--- config.mk ---
export PLATFORM = sky130hd
export DESIGN_NAME = vga_gray_source
export DESIGN_NICKNAME = d
export VERILOG_FILES = /design/src/rtl/vga_gray_source.sv
export SDC_FILE = /design/constraint.sdc
export NUM_CORES = 1
export LEC_CHECK = 0
export ABC_AREA = 0
export CORE_MARGIN = 1
export CORE_UTILIZATION = 59
export DETAILED_ROUTE_END_ITERATION = 6
export GPL_ROUTABILITY_DRIVEN = 0
export PLACE_DENSITY = 0.81
export SLEW_MARGIN = 5
export SYNTH_ARGS = -nofsm -noshare
export SYNTH_HDL_FRONTEND = slang
export SYNTH_SLANG_ARGS = --single-unit
--- constraint.sdc ---
create_clock -name pixel_clk -period 2.9 [get_ports pixel_clk]
set_input_delay 0.725 -clock pixel_clk [delete_from_list [all_inputs] [get_ports pixel_clk]]
set_output_delay 0.725 -clock pixel_clk [all_outputs]
set_load 0.03 [all_outputs]
--- src/rtl/vga_gray_source.sv ---
// vga_gray_source: 640x480@60 timing plus centered RGB565 ROM image as 8-bit luma; pixel_clk/n_rst in, rom_addr/rom_data ROM port, gray_out/h_pos/v_pos/de/hsync/vsync/frame_start aligned 3 cycles after counters
module vga_gray_source #(
  parameter int WIDTH = 534,
  parameter int HEIGHT = 400,
  parameter logic [7:0] BG_GRAY = 8'd0,
  localparam int AW = $clog2(WIDTH*HEIGHT)
) (
  input  logic          pixel_clk,
  input  logic          n_rst,
  output logic [AW-1:0] rom_addr,
  input  logic [15:0]   rom_data,
  output logic [7:0]    gray_out,
  output logic [9:0]    h_pos,
  output logic [9:0]    v_pos,
  output logic          de,
  output logic          hsync,
  output logic          vsync,
  output logic          frame_start
);
  localparam logic [9:0] NW = 10'((640-WIDTH)/2);
  localparam logic [9:0] NH = 10'((480-HEIGHT)/2);
  localparam logic [23:0] META_RST = 24'h6;
  logic [9:0] hc, vc, h_off, v_off;
  logic in_win, started, win1, win2;
  logic [23:0] meta, m1, m2, m3;
  logic [7:0] r8, g8, b8;
  logic [15:0] acc;
  always_comb begin
    h_off = hc - NW;
    v_off = vc - NH;
    in_win = h_off < 10'(WIDTH) && v_off < 10'(HEIGHT);
    meta = {hc, vc, hc < 10'd640 && vc < 10'd480, !(hc >= 10'd656 && hc < 10'd752),
            !(vc >= 10'd490 && vc < 10'd492), hc == 10'd0 && vc == 10'd0};
    r8 = {rom_data[15:11], rom_data[15:13]};
    g8 = {rom_data[10:5], rom_data[10:9]};
    b8 = {rom_data[4:0], rom_data[4:2]};
    acc = 16'd77 * {8'd0, r8} + 16'd150 * {8'd0, g8} + 16'd29 * {8'd0, b8};
  end
  assign {h_pos, v_pos, de, hsync, vsync, frame_start} = m3;
  always_ff @(posedge pixel_clk or negedge n_rst)
    if (!n_rst) begin
      hc <= '0;
      vc <= '0;
      rom_addr <= '0;
      started <= 1'b0;
      win1 <= 1'b0;
      win2 <= 1'b0;
      m1 <= META_RST;
      m2 <= META_RST;
      m3 <= META_RST;
      gray_out <= 8'd0;
    end else begin
      hc <= hc == 10'd799 ? '0 : hc + 10'd1;
      vc <= hc != 10'd799 ? vc : vc == 10'd524 ? '0 : vc + 10'd1;
      if (in_win) begin
        rom_addr <= started && !meta[0] ? rom_addr + AW'(1) : '0;
        started <= 1'b1;
      end else if (meta[0]) begin
        rom_addr <= '0;
        started <= 1'b0;
      end
      win1 <= in_win;
      win2 <= win1;
      m1 <= meta;
      m2 <= m1;
      m3 <= m2;
      gray_out <= win2 ? acc[15:8] : m2[3] ? BG_GRAY : 8'd0;
    end
endmodule
; ---- Word level (Yosys, flattened, before mapping)
; Index checks and enable logic that the tools add are counted.
[classes]
addsub = 7
n_mul = 3
order_cmp = 8
eq_ne = 3
mux = 8
reduce_logical = 12
[ops]
columns = operator, n
row1 = $mux W18, 3
row2 = $lt A10 B10 Y1 const B, 3
row3 = $lt A10 B9 Y1 const B, 3
row4 = $mul A7 B8 Y15 const A, 2
row5 = $add A10 B1 Y10 const B, 2
row6 = $eq A10 B10 Y1 const B, 2
row7 = $logic_not A10 Y1, 2
row8 = $mux W10, 2
row9 = $sub A10 B6 Y10 const B, 2
row10 = $add A18 B1 Y18 const B, 1
row11 = $add A15 B16 Y16, 1
row12 = $add A16 B13 Y16, 1
row13 = $mul A5 B8 Y13 const A, 1
row14 = $ge A10 B10 Y1 const B, 1
row15 = $ge A10 B9 Y1 const B, 1
row16 = $ne A10 B10 Y1 const B, 1
row17 = $mux W8, 1
row18 = $logic_and A1 B1 Y1, 6
row19 = $logic_not A1 Y1, 3
row20 = $mux W1, 2
row21 = $reduce_bool A2 Y1, 1
[word_totals]
reg_bits = 121
input_bits = 18
out_inout_bits = 50
wordCells = 51

; ---- Longest topological paths before layout
; Gate-level depths: netlist (run 1).
[depth]
depth_word = 6
mapped_depth = 26
ltp_nobuf = 26

; ---- Worst setup path before layout (run 1)
; No wires, ideal clock.
[synth_timing]
kind = input -> register
start = input port rom_data[7]
end = register gray_out[7]
setup_time_ns = 0.079
t_arrival_ns = 6.288
t_required_ns = 2.821
setup_slack_ns = -3.467
cell_stages = 23
path_buffers = 0
cell_sequence = ha_1 ha_1 inv_1 fa_1 fa_1 inv_1 ha_1 o21a_1 nor2_1 xnor2_1 ha_1 fa_1 inv_1 fa_1 fa_1 inv_1 ha_1 a21oi_1 nor3b_1 a21oi_1 o41ai_1 xnor2_1 mux2i_1
[synth_via]
elab_chain_len = 4
[synth_rtl]
columns = item, line
row1 = from (decl), 11  ; input logic [15:0] rom_data,
row2 = $mul A7 B8 Y15, 37  ; acc = 16'd77 * {8'd0, r8} + 16'd150 * {8'd0, g8} + 16'd29 * {8'd0, b8};
row3 = $add A15 B16 Y16, 37
row4 = $add A16 B13 Y16, 37
row5 = $mux W8, 67  ; gray_out <= win2 ? acc[15:8] : m2[3] ? BG_GRAY : 8'd0;
row6 = to (signal assigned), 67
row7 = to (decl), 12  ; output logic [7:0] gray_out,
; Every way passes these cells.
; A chain may end at the register's enable or synchronous reset.

; ---- Worst setup path after layout (run 1)
; Ends and elaborated chain as after synthesis.

==> results of run 1 <==
## worst max-delay path by stage
| stage | endpoint | slack, ns |
|---|---|---|
| 2_1_floorplan | gray_out[7]$_DFF_PN0_ | -3.06 |
| 3_3_place_gp | gray_out[7]$_DFF_PN0_ | -3.76 |
| 6_report | gray_out[7]$_DFF_PN0_ | -3.04 |
| 3_5_place_dp | gray_out[7]$_DFF_PN0_ | -4.00 |
| 5_1_grt | gray_out[7]$_DFF_PN0_ | -3.22 |
| 4_1_cts | gray_out[6]$_DFF_PN0_ | -3.01 |
## worst max-delay path, delay by kind of cell
kind | cells | cell delay, ns
XOR/XNOR | 2 | 0.32
buffers and inverters | 6 | 0.42
adder cells (fa/ha/maj) | 10 | 3.82
AO/OA/AOI/OAI | 3 | 0.52
AND/OR/NAND/NOR | 1 | 0.21
multiplexers | 1 | 0.24
## flip-flops by register name (all words and copies together), names as in the netlist
register and count:
gray_out 8, hc 10, m1 24, m2 24, m3 24, rom_addr 18, started 1, vc 10
win1 1, win2 1
## synth_stat cells (8+ instances only)
library cell,number
dfrtp_1,115
inv_1,104
ha_1,91
fa_1,54
nand2_1,38
nor2_1,29
o21ai_0,24
a21oi_1,17
xnor2_1,13
nand2b_1,12
xor2_1,12
nand3_1,11
a21o_1,10
and3_1,9
nand4_1,9
nor4_1,9
o21ai_1,8
## layout make-up
type / instances / area, um2 / area share (%)
well taps: 172 / 215 / 2.13
inverters: 105 / 394 / 3.91
repair buffers: 150 / 1320 / 13.1
multi-input cells: 449 / 4520 / 44.8
clock inverters: 13 / 153 / 1.51
clock buffers: 19 / 443 / 4.39
flip-flops and latches: 121 / 3040 / 30.1
## stage by stage
step	hold slack, ns	std cells	util (%)	TNS, ns	instance area, um2
CTS	0.255	1025	78.7	-22.37	9970
global route	0.286	1029	79.6	-24.02	10100
global placement	0.333	982	72.3	-28.21	9160
floorplan	0.331	693	-	-21.94	7890
finish	0.248	1029	79.6	-22.59	10100
detailed placement	0.335	982	72.3	-30.00	9160
## cell families after synthesis
group,count (synthesis)
and+or+nand+nor,169
adders and majority gates,145
buffers and inverters,123
DFF,121
AOI/OAI and AO/OA,106
xor gates and xnor gates,25
muxes,4
## routing by layer
metal	GRT usage [%]	vias to the layer above	routed length (um)
li1	-	2642	-
met2	52.7	205	10200
met1	33.5	2875	7050
met3	5.24	63	818
met4	13.3	0	688
met5	0	-	0
## timing repair
item / 4_1_cts / 5_1_grt
resized for setup: 58 / 16
pin swaps: 38 / 30
hold endpoints to repair: 0 / 0
buffers inserted: 12 / 4
endpoints found under the setup margin: 8 / 8
## power groups by stage
stage,clock [uW],combinational (uW),sequential [uW]
after floorplan,0,4160,1720
after global placement,0,5900,1720
after detailed placement,0,6330,1720
after CTS,2130,7370,1690
after global routing,2200,9290,1690
final,2110,8620,1690
==> run_results.csv, run 1 <==
group,metric,value,unit
power,seqPwrFrac,13.6,%
power,cellPowerDensity,1230,mW/mm2
timing,rsz0062_at_grt,"true",
timing,finalCritPeriodShare,205,%
setup_path,reg2reg_from,"vc[4]$_DFFE_PN0N_",
floorplan,die_height,116,um
timing,max_freq,168,MHz
yosys,synth_top_family_by_area,"adder cells",
floorplan,dieArea,0.0135,mm2
place,dp.final_hpwl,12600,um
place,dp_slack,-4.00,ns
power,p_sw_share,40.3,%
yosys,synth_xor_area_share,2.84,%
power,combPwrFrac,69.4,%
route,drtAntennaViolNets,0,
timing,max-slew-margin-rel,53.3,%
outcome,status,"finished, violations left",
setup_path,critPathKind,"in2reg",
yosys,avgSynthCellArea,11.1,um2
grt,track_usage,29.1,%
clocking,tritoncts,"built",
place,port-buffer-count,67,
yosys,synth-compound-area-share,9.42,%
timing,slew_viol_final,0,
finish,num-fill-cells,697,
power,p_total,12400,uW
finish,final_common_cell,"dfrtp_1",
setup_path,critPathArrivalTime,6.27,ns
yosys,synthCells,693,
clocking,cts_hold_buf,0,
setup_path,cpPeakStageDelay,0.53,ns
clocking,clkLatencyLatePin,0.42,ns
power,p_leak,0.00489,uW
finish,antenna_cells,0,
floorplan,fp.dieW,116,um
grt,grt_pass1_wl,29500,um
floorplan,core_area,0.0127,mm2
yosys,syn_area,0.00772,mm2
grt,grt_pass1_vias,6194,
floorplan,io-pin-count,68,
timing,hold_viol_final,0,
finish,syn2layout_area_growth,30.6,%
setup_path,crit_required,3.23,ns
yosys,yosysTopAreaCell,"dfrtp_1",
timing,min_period,5.94,ns
power,power.share.clock,17.0,%
floorplan,num_rows,41,
setup_path,r2r-end,"rom_addr[2]$_DFFE_PN0P_",
route,wl_per_cell,18.2,um
yosys,ys_ff_latch,121,
clocking,cts_buffers,17,
yosys,synth.area.top_cells,"dfrtp_1 (37%), ha_1 (15%), fa_1 (14%)",
setup_path,crit_top_cell,"fa_1",
yosys,synth-simple-area-share,12.3,%
setup_path,slowest_stage,"fa_1",
clocking,cts.sinks,121,
finish,final_net_count,1007,
yosys,muxShareOfSynthArea,0.535,%
setup_path,crit_path_start,"rom_data[7]",
yosys,yosysWarningCount,0,
grt,antenna_found_initial,0,
clocking,htreeDepth,4,
yosys,ys_seq_area_share,39.3,%
floorplan,start_util,60.9,%
hold_path,hold_path_class,"in2async",
finish,drive_gt1_share,23.8,%
grt,grt_max_degree,59,
setup_path,cp-start-kind,"input pin",
outcome,violations,"setup timing",
yosys,async_flop_share,100,%
route,finalWirelength,18800,um
setup_path,crit_path_end_kind,"flip-flop",
clocking,clockRootBuffer,"clkbuf_16",
setup_path,crit_fanout,3,
yosys,synth_fp_nets,856,
route,dr.pass1.iters,4,
power,p_switching,5000,uW
setup_path,setup.reg_to_reg.worst_slack,0.23,ns
timing,setup_viol,8,
clocking,clock_path_buffers,2,
finish,final_cell_mix,"dfrtp_1 (115), inv_1 (96), buf_4 (80)",
setup_path,cp_cell_sequence,"buf_8, ha_4, ha_4, inv_2, fa_1, fa_1, inv_2, ha_4, buf_4, xnor2_2, fa_2, fa_1, inv_2, fa_1, fa_1, inv_2, ha_4, a21oi_4, nor3b_4, a21oi_2, o41ai_2, xnor2_1, mux2i_1",
yosys,synth_top_area_share,37.3,%
grt,grt_overflow_total,0,
yosys,synth_enable_flop_cells,0,
clocking,clkTransAtPathRegs,0.06,ns
yosys,synthFlopType,"dfrtp_1",
route,num_vias,5785,
route,drt-vias-per-instance,5.62,
power,vdd_ir_drop_max,1.61,mV
power,p_int,7410,uW
route,first_iter_violations,340,
setup_path,reg2reg_depth,8,
yosys,synth_cell_types,65,
timing,setup_ws,-3.04,ns
timing,worst_slew_pin_slew,0.695,ns
route,drc,0,
yosys,synth_adder_area_share,28.8,%
job,maxCapViolCount,0,
timing,skew,0.00900,ns
No activity file was read; power rests on OpenSTA's default activity.
==> run 2: changes to the inputs <==
==> constraint.sdc (replaced) <==
create_clock -name pixel_clk -period 5.55 [get_ports pixel_clk]
set_input_delay 1.3875 -clock pixel_clk [delete_from_list [all_inputs] [get_ports pixel_clk]]
set_output_delay 1.3875 -clock pixel_clk [all_outputs]
set_load 0.03 [all_outputs]
==> run_results.csv, run 2 (same netlist as run 1, synthesis figures left out) <==
group,metric,value,unit
grt,grt_pass1_wl,28600,um
clocking,cts_buffers,17,
setup_path,crit_path_end_kind,"flip-flop",
floorplan,core_area,0.0127,mm2
place,dp_slack,-1.97,ns
timing,rsz0062_at_grt,"true",
setup_path,cpPeakStageDelay,0.52,ns
timing,slew_viol_final,0,
finish,stdcell_count,1018,
floorplan,start_util,60.9,%
clocking,clkTransAtPathRegs,0.05,ns
route,finalWirelength,17600,um
timing,finalCritPeriodShare,119,%
timing,setup_viol,8,
floorplan,die_height,116,um
place,dp.cells,970,
setup_path,cp-start-kind,"input pin",
finish,num-fill-cells,747,
finish,reg_top3,"m1 (24), m2 (24), m3 (24)",
finish,final_net_count,996,
floorplan,num_rows,41,
route,drt-vias-per-instance,5.55,
setup_path,crit_fanout,4,
place,dp.final_hpwl,12100,um
setup_path,critPathKind,"in2reg",
floorplan,fp.dieW,116,um
finish,ff_latch_area,0.00304,mm2
timing,min_period,6.62,ns
grt,track_usage,28.2,%
power,p_total,6610,uW
clocking,htreeDepth,4,
job,maxCapViolCount,0,
grt,grt_overflow_total,0,
clocking,clockRootBuffer,"clkbuf_16",
finish,antenna_cells,0,
floorplan,dieArea,0.0135,mm2
grt,grt_max_degree,78,
power,cellPowerDensity,663,mW/mm2
setup_path,crit_top_cell,"ha_4",
setup_path,critPathArrivalTime,6.90,ns
route,num_vias,5648,
finish,postLayoutCellArea,0.00998,mm2
grt,grt_pass1_vias,6045,
timing,skew,0.00790,ns
timing,hold_viol_final,0,
hold_path,hold_path_class,"reg2reg",
power,vdd_ir_drop_max,0.726,mV
outcome,status,"finished, violations left",
outcome,violations,"setup timing",
finish,syn2layout_area_growth,29.3,%
finish,drive_gt1_share,22.8,%
finish,final_cell_mix,"dfrtp_1 (115), inv_1 (96), ha_1 (76)",
clocking,clock_path_buffers,2,
place,placed_area,0.00906,mm2
power,p_leak,0.00483,uW
timing,max-slew-margin-rel,37.5,%
route,drtAntennaViolNets,0,
timing,max_freq,151,MHz
route,wl_per_cell,17.3,um
finish,final_common_cell,"dfrtp_1",
clocking,cts.sinks,121,
setup_path,slowest_stage,"fa_1",
timing,setup_ws,-1.07,ns
clocking,tritoncts,"built",
finish,multi_input_area,0.00451,mm2
route,dr.pass1.iters,5,
place,port-buffer-count,67,
floorplan,io-pin-count,68,
timing,worst_slew_pin_slew,0.937,ns
setup_path,crit_required,5.84,ns
route,drc,0,
clocking,clkLatencyLatePin,0.41,ns
clocking,cts_hold_buf,0,
route,first_iter_violations,246,
grt,antenna_found_initial,0,
-- run 2: cell count changes in the layout (fill, tap and decap cells not counted), moves of 2 or more --
cell,before,now
nor3_2,5,3
clkinv_2,6,4
xor2_2,0,2
ha_1,74,76
clkdlybuf4s15_2,0,2
nor3_1,5,7
a21oi_1,10,8
inv_6,0,3
xor2_1,12,10
a21oi_2,9,11
buf_4,80,70
-- run 2: cell type report --
cell class	instances	area share, %
well taps	172	2.16
inverters	105	3.95
repair buffers	139	12.4
flip-flops and latches	121	30.4
clock inverters	14	1.48
multi-input cells	449	45.2
clock buffers	18	4.40
-- run 2: path summary, 6_finish.rpt --
check,start,end,slack [ns],cells after the start
setup reg to reg,hc[0]$_DFF_PN0_,rom_addr[9]$_DFFE_PN0P_,2.61,8
setup / recovery,rom_data[6],gray_out[6]$_DFF_PN0_,-1.07,28
hold reg to reg,m2[5]$_DFF_PN0_,m3[5]$_DFF_PN0_,0.35,0
min in group asynchronous,n_rst,m3[14]$_DFF_PN0_,1.12,1
hold / removal,m2[5]$_DFF_PN0_,m3[5]$_DFF_PN0_,0.35,0
max in group asynchronous,n_rst,m3[1]$_DFF_PN1_,3.36,2
-- run 2: per-stage QoR --
stage	utilization, %	TNS (ns)	hold WS (ns)
2_1_floorplan	-	-6.04	0.331
3_3_place_gp	71.5	-12.38	0.333
3_5_place_dp	71.5	-13.84	0.336
4_1_cts	77.5	-6.07	0.347
5_1_grt	78.7	-8.99	0.350
6_report	78.7	-7.70	0.347
-- run 2: where the power goes --
part / leakage [uW] / switching, uW / internal, uW
clock: 0.000287 / 394 / 674
sequential: 0.00159 / 0 / 883
combinational: 0.00296 / 2280 / 2380
-- run 2: timing repair --
item                                    4_1_cts  5_1_grt
setup buffers                                 8        8
gates resized for setup                      56       16
pin swaps                                    38       32
endpoints found under the setup margin        8        8
-- run 2: metal layers --
| metal | global-route usage (%) | wire length [um] | part of all wire, % |
|---|---|---|---|
| met1 | 32.4 | 6870 | 39 |
| met2 | 50.1 | 9540 | 54 |
| met3 | 4.51 | 512 | 2.9 |
| met4 | 15.9 | 689 | 3.9 |
| met5 | 0 | 0 | 0 |
-- run 2: critical path, delay by kind of cell --
family / cells / cell delay [ns]
AOI/OAI and AO/OA: 6 / 0.97
adders and majority gates: 10 / 3.38
buffers and inverters: 8 / 0.59
and+or+nand+nor: 4 / 0.55
==> run 3: changes to the inputs <==
--- a/config.mk
+++ b/config.mk
@@ -5,7 +5,7 @@
 export SDC_FILE = /design/constraint.sdc
 export NUM_CORES = 1
 export LEC_CHECK = 0
-export ABC_AREA = 0
+export ABC_AREA = 1
 export CORE_MARGIN = 1
 export CORE_UTILIZATION = 59
 export DETAILED_ROUTE_END_ITERATION = 6
==> run_results.csv, run 3 <==
group,metric,value,unit
yosys,synth_top_area_share,35.3,%
route,drtAntennaViolNets,0,
place,placed_area,0.00962,mm2
floorplan,num_rows,42,
clocking,cts.sinks,121,
floorplan,start_util,61.1,%
floorplan,die_height,120,um
timing,min_period,6.42,ns
finish,num-fill-cells,763,
yosys,syn_area,0.00816,mm2
finish,syn2layout_area_growth,31.5,%
place,port-buffer-count,67,
yosys,synth.area.top_cells,"dfrtp_1 (35%), ha_1 (14%), fa_1 (13%)",
floorplan,io-pin-count,68,
finish,final_cell_mix,"inv_1 (142), nand2_1 (137), dfrtp_1 (115)",
timing,setup_ws,-0.875,ns
grt,grt_pass1_wl,32200,um
route,dr.pass1.iters,5,
timing,finalCritPeriodShare,116,%
timing,skew,0.0107,ns
clocking,clock_path_buffers,2,
finish,final_net_count,1197,
yosys,yosysTopAreaCell,"dfrtp_1",
yosys,synth_cell_types,41,
timing,slew_viol_final,0,
yosys,yosysMostFrequentCell,"inv_1",
route,num_vias,6855,
route,first_iter_violations,542,
route,drc,0,
setup_path,critPathArrivalTime,6.74,ns
finish,final_common_cell,"inv_1",
yosys,avgSynthCellArea,9.30,um2
finish,antenna_cells,0,
grt,track_usage,29.0,%
yosys,async_flop_share,100,%
finish,postLayoutCoreUtil,80.4,%
clocking,clkTransAtPathRegs,0.06,ns
timing,rsz0062_at_grt,"true",
yosys,synth_enable_flop_cells,0,
yosys,synthFlopType,"dfrtp_1",
outcome,violations,"setup timing",
finish,drive_gt1_share,22.2,%
setup_path,crit_path_end_kind,"flip-flop",
clocking,clockRootBuffer,"clkbuf_16",
finish,postLayoutCellArea,0.0107,mm2
setup_path,cp-start-kind,"input pin",
setup_path,critPathKind,"in2reg",
clocking,tritoncts,"built",
setup_path,crit_required,5.86,ns
floorplan,fp.dieW,120,um
grt,antenna_found_initial,0,
place,dp.final_hpwl,12900,um
outcome,status,"finished, violations left",
yosys,synth_fp_nets,1041,
finish,reg_top3,"m1 (24), m2 (24), m3 (24)",
yosys,synth_common_cells,"inv_1 (158), nand2_1 (148), dfrtp_1 (115), ha_1 (91), nor2_1 (80)",
floorplan,dieArea,0.0143,mm2
hold_path,hold_path_class,"reg2reg",
timing,hold_viol_final,0,
grt,grt_max_degree,61,
clocking,cts_buffers,17,
clocking,clkLatencyLatePin,0.42,ns
yosys,yosysWarningCount,0,
yosys,synthCells,878,
timing,max-slew-margin-rel,52.3,%
route,wl_per_cell,17.3,um
job,maxCapViolCount,0,
timing,max_freq,156,MHz
grt,grt_overflow_total,0,
floorplan,core_area,0.0133,mm2
grt,grt_pass1_vias,6897,
timing,setup_viol,8,
timing,worst_slew_pin_slew,0.715,ns
clocking,htreeDepth,4,
setup_path,crit_fanout,4,
route,finalWirelength,21100,um
yosys,ys_seq_area_share,37.2,%
yosys,ys_ff_latch,121,
route,drt-vias-per-instance,5.61,
==> run 3: cell families (layout without fill, tap and decap cells) <==
family	after synthesis	in the layout	share of synthesized area, %
simple gates	350	350	19.2
xor+xnor	36	36	3.86
flops	121	121	37.2
fa+ha+maj	145	145	27.2
compound gates	55	55	4.11
buf+inv	171	340	8.43
==> run 3: repair_timing <==
| action | CTS | global route |
|---|---|---|
| hold buffers | 0 | 0 |
| resized for setup | 61 | 54 |
| setup endpoints to repair | 8 | 8 |
| setup buffers | 7 | 7 |
| pin swaps | 45 | 36 |
==> run 3: area by class of cell <==
cell class / count / area [um2] / share of cell area (%)
multi-input combinational: 586 / 5000 / 46.6
inverter: 162 / 618 / 5.76
clock buffer: 18 / 429 / 4.00
timing repair buffer: 146 / 1290 / 12.0
clock inverter: 14 / 138 / 1.28
tap: 176 / 220 / 2.05
sequential: 121 / 3040 / 28.3
==> run 3: per-stage QoR <==
stage          cells  hold slack (ns)  setup WS (ns)  TNS (ns)
2_1_floorplan    878            0.331         -0.819     -5.46
3_3_place_gp    1178            0.332          -1.42    -10.68
3_5_place_dp    1178            0.335          -1.52    -11.40
4_1_cts         1217            0.341         -0.610     -4.07
5_1_grt         1223            0.349         -0.923     -6.23
6_report        1223            0.337         -0.875     -5.47
==> run 3: final timing paths <==
check	from	cells past startpoint	to	slack, ns
setup / recovery	rom_data[9]	25	gray_out[6]$_DFF_PN0_	-0.87
hold reg to reg	m2[23]$_DFF_PN0_	0	m3[23]$_DFF_PN0_	0.34
max in group asynchronous	n_rst	2	hc[2]$_DFF_PN0_	3.68
min in group asynchronous	n_rst	1	rom_addr[6]$_DFFE_PN0P_	0.85
setup reg to reg	vc[4]$_DFFE_PN0N_	11	rom_addr[16]$_DFFE_PN0P_	2.94
hold / removal	m2[23]$_DFF_PN0_	0	m3[23]$_DFF_PN0_	0.34
==> run 3: worst max-delay path: stages <==
cell     delay [ns]
buf_8          0.10
ha_4           0.23
ha_4           0.26
inv_2          0.03
fa_1           0.46
fa_1           0.51
inv_2          0.05
ha_4           0.25
a21oi_4        0.17
nand2_2        0.09
xnor2_2        0.19
inv_2          0.07
ha_4           0.28
fa_1           0.42
inv_2          0.09
fa_2           0.46
fa_1           0.52
inv_2          0.05
ha_4           0.31
buf_6          0.11
nand2_2        0.07
nor2_1         0.16
nand3_1        0.16
a21oi_1        0.23
nor2_1         0.06
==> run 3: layer usage <==
layer / share of wire [%] / GRT usage, %
met2: 52 / 51.2
met5: 0 / 0
met3: 4.8 / 5.04
met1: 39 / 34.3
met4: 4.4 / 13.9
Power of run 3 is not shown: default switching activity piles up to over one toggle a cycle in this logic, so the estimate is an artifact.
